[config.mk]
export PLATFORM = sky130hd
export DESIGN_NAME = reg_display
export DESIGN_NICKNAME = d
export VERILOG_FILES = /design/src/rtl/reg_display.sv
export SDC_FILE = /design/constraint.sdc
export NUM_CORES = 1
export LEC_CHECK = 0
export ABC_AREA = 0
export ABC_CLOCK_PERIOD_IN_PS = 2400
export CAP_MARGIN = 20
export CORE_MARGIN = 4
export CORE_UTILIZATION = 31
export CTS_CLUSTER_DIAMETER = 30
export DETAILED_ROUTE_END_ITERATION = 12
export GPL_ROUTABILITY_DRIVEN = 0
export HOLD_SLACK_MARGIN = 0.03
export PLACE_DENSITY = 0.54
export SETUP_SLACK_MARGIN = 0.02
export SYNTH_ARGS = -nofsm -noshare
export SYNTH_HDL_FRONTEND = slang
export SYNTH_SLANG_ARGS = --single-unit
[constraint.sdc]
create_clock -name clock -period 2.4 [get_ports clock]
set_input_delay 0.48 -clock clock [delete_from_list [all_inputs] [get_ports clock]]
set_output_delay 0.48 -clock clock [all_outputs]
set_load 0.03 [all_outputs]
[src/rtl/reg_display.sv]
// Register-file viewer: steps a debug register index by buttons or timer, shadows
// the returned value and scans it as 8 hex digits onto a multiplexed 7-segment display.
module reg_display #(
  parameter int SCAN_DIV = 1000,
  parameter int STEP_DIV = 50000000,
  parameter int DEBOUNCE = 1000000
) (
  input  logic        clock,
  input  logic        reset,
  input  logic        btn_next,
  input  logic        btn_prev,
  input  logic        auto_en,
  input  logic        freeze,
  output logic [4:0]  reg_out_id,
  input  logic [31:0] reg_out_data,
  output logic [6:0]  seg,
  output logic [7:0]  an,
  output logic        dp
);

  localparam int SCAN_W = (SCAN_DIV > 1) ? $clog2(SCAN_DIV) : 1;
  localparam int STEP_W = $clog2(STEP_DIV);
  localparam int DEB_W  = (DEBOUNCE > 1) ? $clog2(DEBOUNCE) : 1;

  function automatic logic [6:0] hex7(input logic [3:0] nib);
    logic [6:0] s;
    case (nib)
      4'h0: s = 7'b1000000;
      4'h1: s = 7'b1111001;
      4'h2: s = 7'b0100100;
      4'h3: s = 7'b0110000;
      4'h4: s = 7'b0011001;
      4'h5: s = 7'b0010010;
      4'h6: s = 7'b0000010;
      4'h7: s = 7'b1111000;
      4'h8: s = 7'b0000000;
      4'h9: s = 7'b0010000;
      4'hA: s = 7'b0001000;
      4'hB: s = 7'b0000011;
      4'hC: s = 7'b1000110;
      4'hD: s = 7'b0100001;
      4'hE: s = 7'b0000110;
      default: s = 7'b0001110;
    endcase
    return s;
  endfunction

  // bit 0 = next, bit 1 = prev
  logic [1:0]       r_sync1, r_sync2, r_prev;
  logic [DEB_W-1:0] r_lock [2];
  logic [1:0]       w_btn, w_edge, w_acc;

  logic [4:0]        r_id;
  logic [STEP_W-1:0] r_step;
  logic [31:0]       r_shadow;
  logic              w_auto_step;

  logic [SCAN_W-1:0] r_scan;
  logic [2:0]        r_digit;
  logic [3:0]        w_nibble;
  logic [6:0]        r_seg;
  logic [7:0]        r_an;
  logic              r_dp;

  assign w_btn  = {btn_prev, btn_next};
  assign w_edge = r_sync2 & ~r_prev;
  // Frozen edges are dropped rather than deferred; lockouts keep counting down.
  assign w_acc[0] = w_edge[0] & (r_lock[0] == '0) & ~freeze;
  assign w_acc[1] = w_edge[1] & (r_lock[1] == '0) & ~freeze;

  always_ff @(posedge clock) begin
    if (reset) begin
      r_sync1 <= '0;
      r_sync2 <= '0;
      r_prev  <= '0;
      r_lock[0] <= '0;
      r_lock[1] <= '0;
    end else begin
      r_sync1 <= w_btn;
      r_sync2 <= r_sync1;
      r_prev  <= r_sync2;
      for (int i = 0; i < 2; i++) begin
        if (w_acc[i])
          r_lock[i] <= DEB_W'(DEBOUNCE - 1);
        else if (r_lock[i] != '0)
          r_lock[i] <= r_lock[i] - 1'b1;
      end
    end
  end

  assign w_auto_step = auto_en & (r_step == STEP_W'(STEP_DIV - 1));

  always_ff @(posedge clock) begin
    if (reset) begin
      r_id     <= '0;
      r_step   <= '0;
      r_shadow <= '0;
    end else if (!freeze) begin
      r_shadow <= reg_out_data;
      // A button step wins over a coincident auto step and restarts the timer.
      if (w_acc != 2'b00) begin
        r_step <= '0;
        if (w_acc == 2'b01)
          r_id <= r_id + 5'd1;
        else if (w_acc == 2'b10)
          r_id <= r_id - 5'd1;
      end else if (!auto_en) begin
        r_step <= '0;
      end else if (w_auto_step) begin
        r_step <= '0;
        r_id   <= r_id + 5'd1;
      end else begin
        r_step <= r_step + 1'b1;
      end
    end
  end

  assign w_nibble = r_shadow[{r_digit, 2'b00} +: 4];

  always_ff @(posedge clock) begin
    if (reset) begin
      r_scan  <= '0;
      r_digit <= '0;
      r_seg   <= 7'b1000000;
      r_an    <= 8'b1111_1110;
      r_dp    <= 1'b1;
    end else begin
      if (r_scan == SCAN_W'(SCAN_DIV - 1)) begin
        r_scan  <= '0;
        r_digit <= r_digit + 3'd1;
      end else begin
        r_scan <= r_scan + 1'b1;
      end
      r_seg <= hex7(w_nibble);
      r_an  <= ~(8'b0000_0001 << r_digit);
      r_dp  <= ~((r_digit == 3'd7) & freeze);
    end
  end

  assign reg_out_id = r_id;
  assign seg        = r_seg;
  assign an         = r_an;
  assign dp         = r_dp;

endmodule

Word-level counts from Yosys, hierarchy flattened
Memory sizes are Yosys's and may differ from the RTL's. A register that Yosys moved wholly into a read port is not among the register bits.
Index checks and enable logic that the tools add are counted.
- add/subtract/negate cells: 7
- equal/unequal tests: 6
- shift operators: 2
- muxes and demuxes: 28
- bitwise logic cells: 15
- reduce and logical (&&, ||, !) cells: 9
- operators by type and width (operator ; number):
    $mux W20 ; 4
    $mux W26 ; 3
    $logic_not A20 Y1 ; 2
    $reduce_bool A20 Y1 ; 2
    $sub A20 B1 Y20 const B ; 2
    $shiftx A32 B6 Y4 ; 1
    $add A26 B1 Y26 const B ; 1
    $eq A26 B26 Y1 const B ; 1
    $mux W5 ; 5
    $mux W1 ; 16
    $add A10 B1 Y10 const B ; 1
    $eq A10 B10 Y1 const B ; 1
    $not A8 Y8 ; 1
    $shl A1 B3 Y8 const A ; 1
    $and A1 B1 Y1 ; 6
    $reduce_bool A2 Y1 ; 3
    $add A5 B1 Y5 const B ; 1
    $sub A5 B1 Y5 const B ; 1
    $or A1 B1 Y1 ; 4
    $reduce_and A4 Y1 ; 1
    $add A3 B1 Y3 const B ; 1
    $eq A3 B3 Y1 const B ; 1
    $ne A3 B1 Y1 const B ; 1
    $and A2 B2 Y2 ; 1
    other kinds (5) ; 6
- flip-flop bits (word level): 91
- RAM bits: 40
- memory bits (read-only): 112
- input port bits: 38
- output and inout bits: 21
- word-level logic and storage cells: 79
- memories kept: 2
- memory list (memory ; depth ; bits a word ; rd ports ; clocked after Yosys merged registers in ; write ports ; line ; source):
    (no name shown) ; 16 ; 7 ; 1 ; 1 ; 0 ; 27 ; case (nib)
    r_lock ; 2 ; 20 ; 2 ; 0 ; 2 ; 50 ; logic [DEB_W-1:0] r_lock [2];

Longest topological paths before layout
Gate-level depths: netlist (run 1).
- word-level depth: 9
- gate-level depth with buffers: 9
- gate-level depth less buffers: 8

Least setup slack after synthesis (run 1)
OpenSTA, ideal clock, no wires.
- path kind: register to register
- start point: register r_digit[0]
- end point: register r_seg[4], in the netlist seg[4]
- library setup time: 0.070 ns
- data arrival time: 2.361 ns
- required time: 2.330 ns
- path slack: -0.031 ns
- cell stages (with the launch flop): 8
- buffers on the path: 1
- clock period less this slack: 2.431 ns
- cell sequence: dfxtp_1 buf_2 mux4_2 mux2i_1 inv_1 ha_1 or3b_2 a21oi_1
- cells in the longest elaborated chain, start to end: 1
- ends and longest elaborated chain (item ; line ; source):
    start: declaration ; 59 ; logic [2:0] r_digit;
    start signal: assignment ; 130 ; r_digit <= r_digit + 3'd1;
    $shiftx A32 B6 Y4 ; 118 ; assign w_nibble = r_shadow[{r_digit, 2'b00} +: 4];
    end: declaration ; 61 ; logic [6:0] r_seg;
Every way passes these cells.
A chain may end at the register's enable or synchronous reset.

==> flow_summary.yaml, run 1 <==
run_status:
  outcome: "complete, no violations"
clock_network:
  cts_htree_levels: 4
  clk_transition_reported_paths_ns: 0.06
  clock-sinks: 138
  cts_root_buffer: "clkbuf_16"
  clk_latency_ns: 0.41
  ctsLongestPathBuffers: 2
  cts_made_buffers: 17
  cts_tree: "done"
yosys:
  postSynth.asyncResetShare: 0
  syn_nets: 748
  avgSynthCellArea_um2: 9.65
  synthFlopType: "dfxtp_1"
  yosys.area.top_type: "dfxtp_1"
  ys_warn_count: 0
  synthCells: 690
  synth_edf_count: 40
  yosys-top-cells-area: "dfxtp_1, edfxtp_1, mux2i_1"
  ys_seq_area_frac: 0.475
  netlist_area_um2: 6660
  yosys_register_bits: 138
  synth_top_area_frac: 0.295
  synth_cell_types: 52
cells_and_area:
  fin_nets: 854
  stdcell_count: 1083
  num-fill-cells: 2082
  final_util: 0.410
  drive_above_1_share: 0.157
  area_delta_synth_final_pct: 29.9
  antenna_cells: 0
  seq_area_um2: 3170
  multi_input_comb_area_um2: 3400
die:
  die_area_um2: 23900
  core_area_um2: 21100
  die_w_um: 155
  rows: 53
  die_h_um: 155
  initial_core_util: 0.316
  io_pins: 59
timing:
  rsz0062_at_grt: "true"
  setup_violations: 0
  fin_crit_ns: 2.26
  worstMarginPinSlew_ns: 0.608
  period_share: 0.943
  drv_slew: 0
  fmax_mhz: 442
  finalHoldViolCount: 0
  timing.slew.headroom: 0.593
  clock_skew_ns: 0.00889
  tns_ns: 0
  setup_slack_ns: 0.137
global_routing:
  grt_max_degree: 40
  grt_pass1_wl_mm: 25.8
  antenna_found_initial: 0
  met1_usage: 0.176
  grt_overflow: 0
  busiest_layer: "met2"
  grt_use_met3: 0.0361
  grt_use_met2: 0.212
  track_usage: 0.132
  grt_pass1_vias: 5198
critical_path:
  arrival_ns: 2.39
  crit_fanout: 6
  cp.required_ns: 2.53
  critPathKind: "flop to flop"
  r2r_slack_ns: 0.14
  cp-start-kind: "flop"
  end_kind: "flop"
place:
  dp.cells: 1048
  io_buffers: 58
  hpwl_mm: 10.8
  pre_cts_ws_ns: 0.00518
power:
  combPwrFrac: 0.237
  clkPwrFrac: 0.360
  p_total_mw: 7.42
  power.share.sequential: 0.403
  p_sw_frac: 0.287
  cellLeakagePower_nw: 3.31
  ir_worst_vdd_mv: 0.405
  power_switching_mw: 2.13
  power.internal_mw: 5.29
  power_density_nw_per_um2: 859
drt:
  wl_mm: 15.3
  via_count: 5210
  drt_pass1_iterations: 4
  wl_per_cell_um: 14.1
  final_antenna_net_count: 0
  vias_per_cell: 4.81
  drc_errors: 0
  drt_iter0_drc: 230
worst_hold_path:
  hold_class: "flop to flop"
flow_run:
  cap_violations: 0
==> worst paths after layout <==
| path | cells past startpoint | from | to |
|---|---|---|---|
| setup reg to reg | 9 | r_lock[0][0] | r_lock[0][16] |
| hold / removal | 1 | r_scan[0] | r_scan[0] |
| setup / recovery | 9 | r_lock[0][0] | r_lock[0][16] |
| hold reg to reg | 1 | r_scan[0] | r_scan[0] |
==> critical path, stage by stage, from the launching register on <==
cell and delay (ns):
edfxtp_1 0.37, inv_1 0.09, ha_1 0.15, or3b_4 0.41
nor4_4 0.23, and3_1 0.21, nand2b_1 0.10, o21bai_2 0.21
buf_6 0.16, a21oi_1 0.05
==> Yosys cell counts, drive strengths merged, types with 5 or more instances <==
master and number:
nor3 23, nand2 38, xnor2 30, nand4 6, or4 5, clkbuf 27
xor2 14, nand3 25, and3 7, nor2b 8, ha 20, nor4 10
nand2b 11, or2 5, nor3b 6, dfxtp 98, o21ai 35, mux4 8
inv 21, nor2 95, mux2i 47, edfxtp 40, or3 19, a21oi 44
a31oi 16
==> cell families (layout without fill, tap and decap cells) <==
logic type	after synthesis	after routing	share of synthesized area
muxes	55	55	0.0978
adders and majority gates	20	20	0.0376
DFF	138	138	0.475
and+or+nand+nor	275	275	0.209
xor gates and xnor gates	44	44	0.0579
buffers and inverters	50	168	0.0284
AOI/OAI and AO/OA	108	108	0.0942
==> timing repair <==
| item | CTS | global route |
|---|---|---|
| buffers inserted | 0 | 2 |
| gates resized for setup | 0 | 26 |
| pin swaps | 0 | 4 |
| endpoints found under the setup margin | 14 | 81 |
| hold buffers | 0 | 0 |
| cloned | 0 | 2 |
==> layer usage <==
layer  wire (um)  vias to the layer above
met5           0                        -
met4         103                        0
met3         542                        7
met2        7110                       82
met1        7500                     2452
li1            -                     2669
==> layout by cell type, fill, tap and decap left out, types with 25 or more instances in the layout <==
cell type        synthesis  layout
nand2_1                 38      38
edfxtp_1                40      40
clkdlybuf4s50_1          0      56
nor2_1                  95      94
o21ai_0                 35      34
nand3_1                 25      25
mux2i_1                 47      46
xnor2_1                 30      30
a21oi_1                 44      44
buf_4                    0      53
dfxtp_1                 98      96
==> flip-flops by register name (all words and copies together) (netlist names) <==
name and count:
r_step 26, dp 1, r_shadow 32, reg_out_id 5, r_digit 3, seg 7
r_lock 40, an 8, r_sync1 2, r_sync2 2, r_prev 2, r_scan 10
==> cell type report <==
cell class | instances | share of cell area
Tap cell | 275 | 0.0398
Clock inverter | 7 | 0.00869
Multi-Input combinational cell | 502 | 0.394
Inverter | 21 | 0.00912
Clock buffer | 24 | 0.0620
Sequential cell | 138 | 0.366
Timing Repair Buffer | 116 | 0.121
==> power by group through the flow <==
stage                     Combinational, mW  Clock (mW)  Sequential (mW)
after global routing                   1.98        2.87             3.03
after global placement                 1.65           0             3.01
after floorplan                        1.10           0             3.00
after CTS                              1.67        2.75             2.97
after detailed placement               1.65           0             3.02
final                                  1.76        2.67             2.99
==> per-stage QoR <==
step | instance area [um2] | hold slack, ns
3_3_place_gp | 7900 | 0.431
5_1_grt | 8640 | 0.470
6_report | 8640 | 0.444
3_5_place_dp | 7900 | 0.436
4_1_cts | 8510 | 0.449
2_1_floorplan | 6670 | 0.413
(Power assumes the default switching activity.)
==> run 2, diff against run 1 <==
Settings changed: ABC_CLOCK_PERIOD_IN_PS 2400 to default.
==> results of run 2 <==
The final DEF is identical to that of run 1; final timing and power are the same.
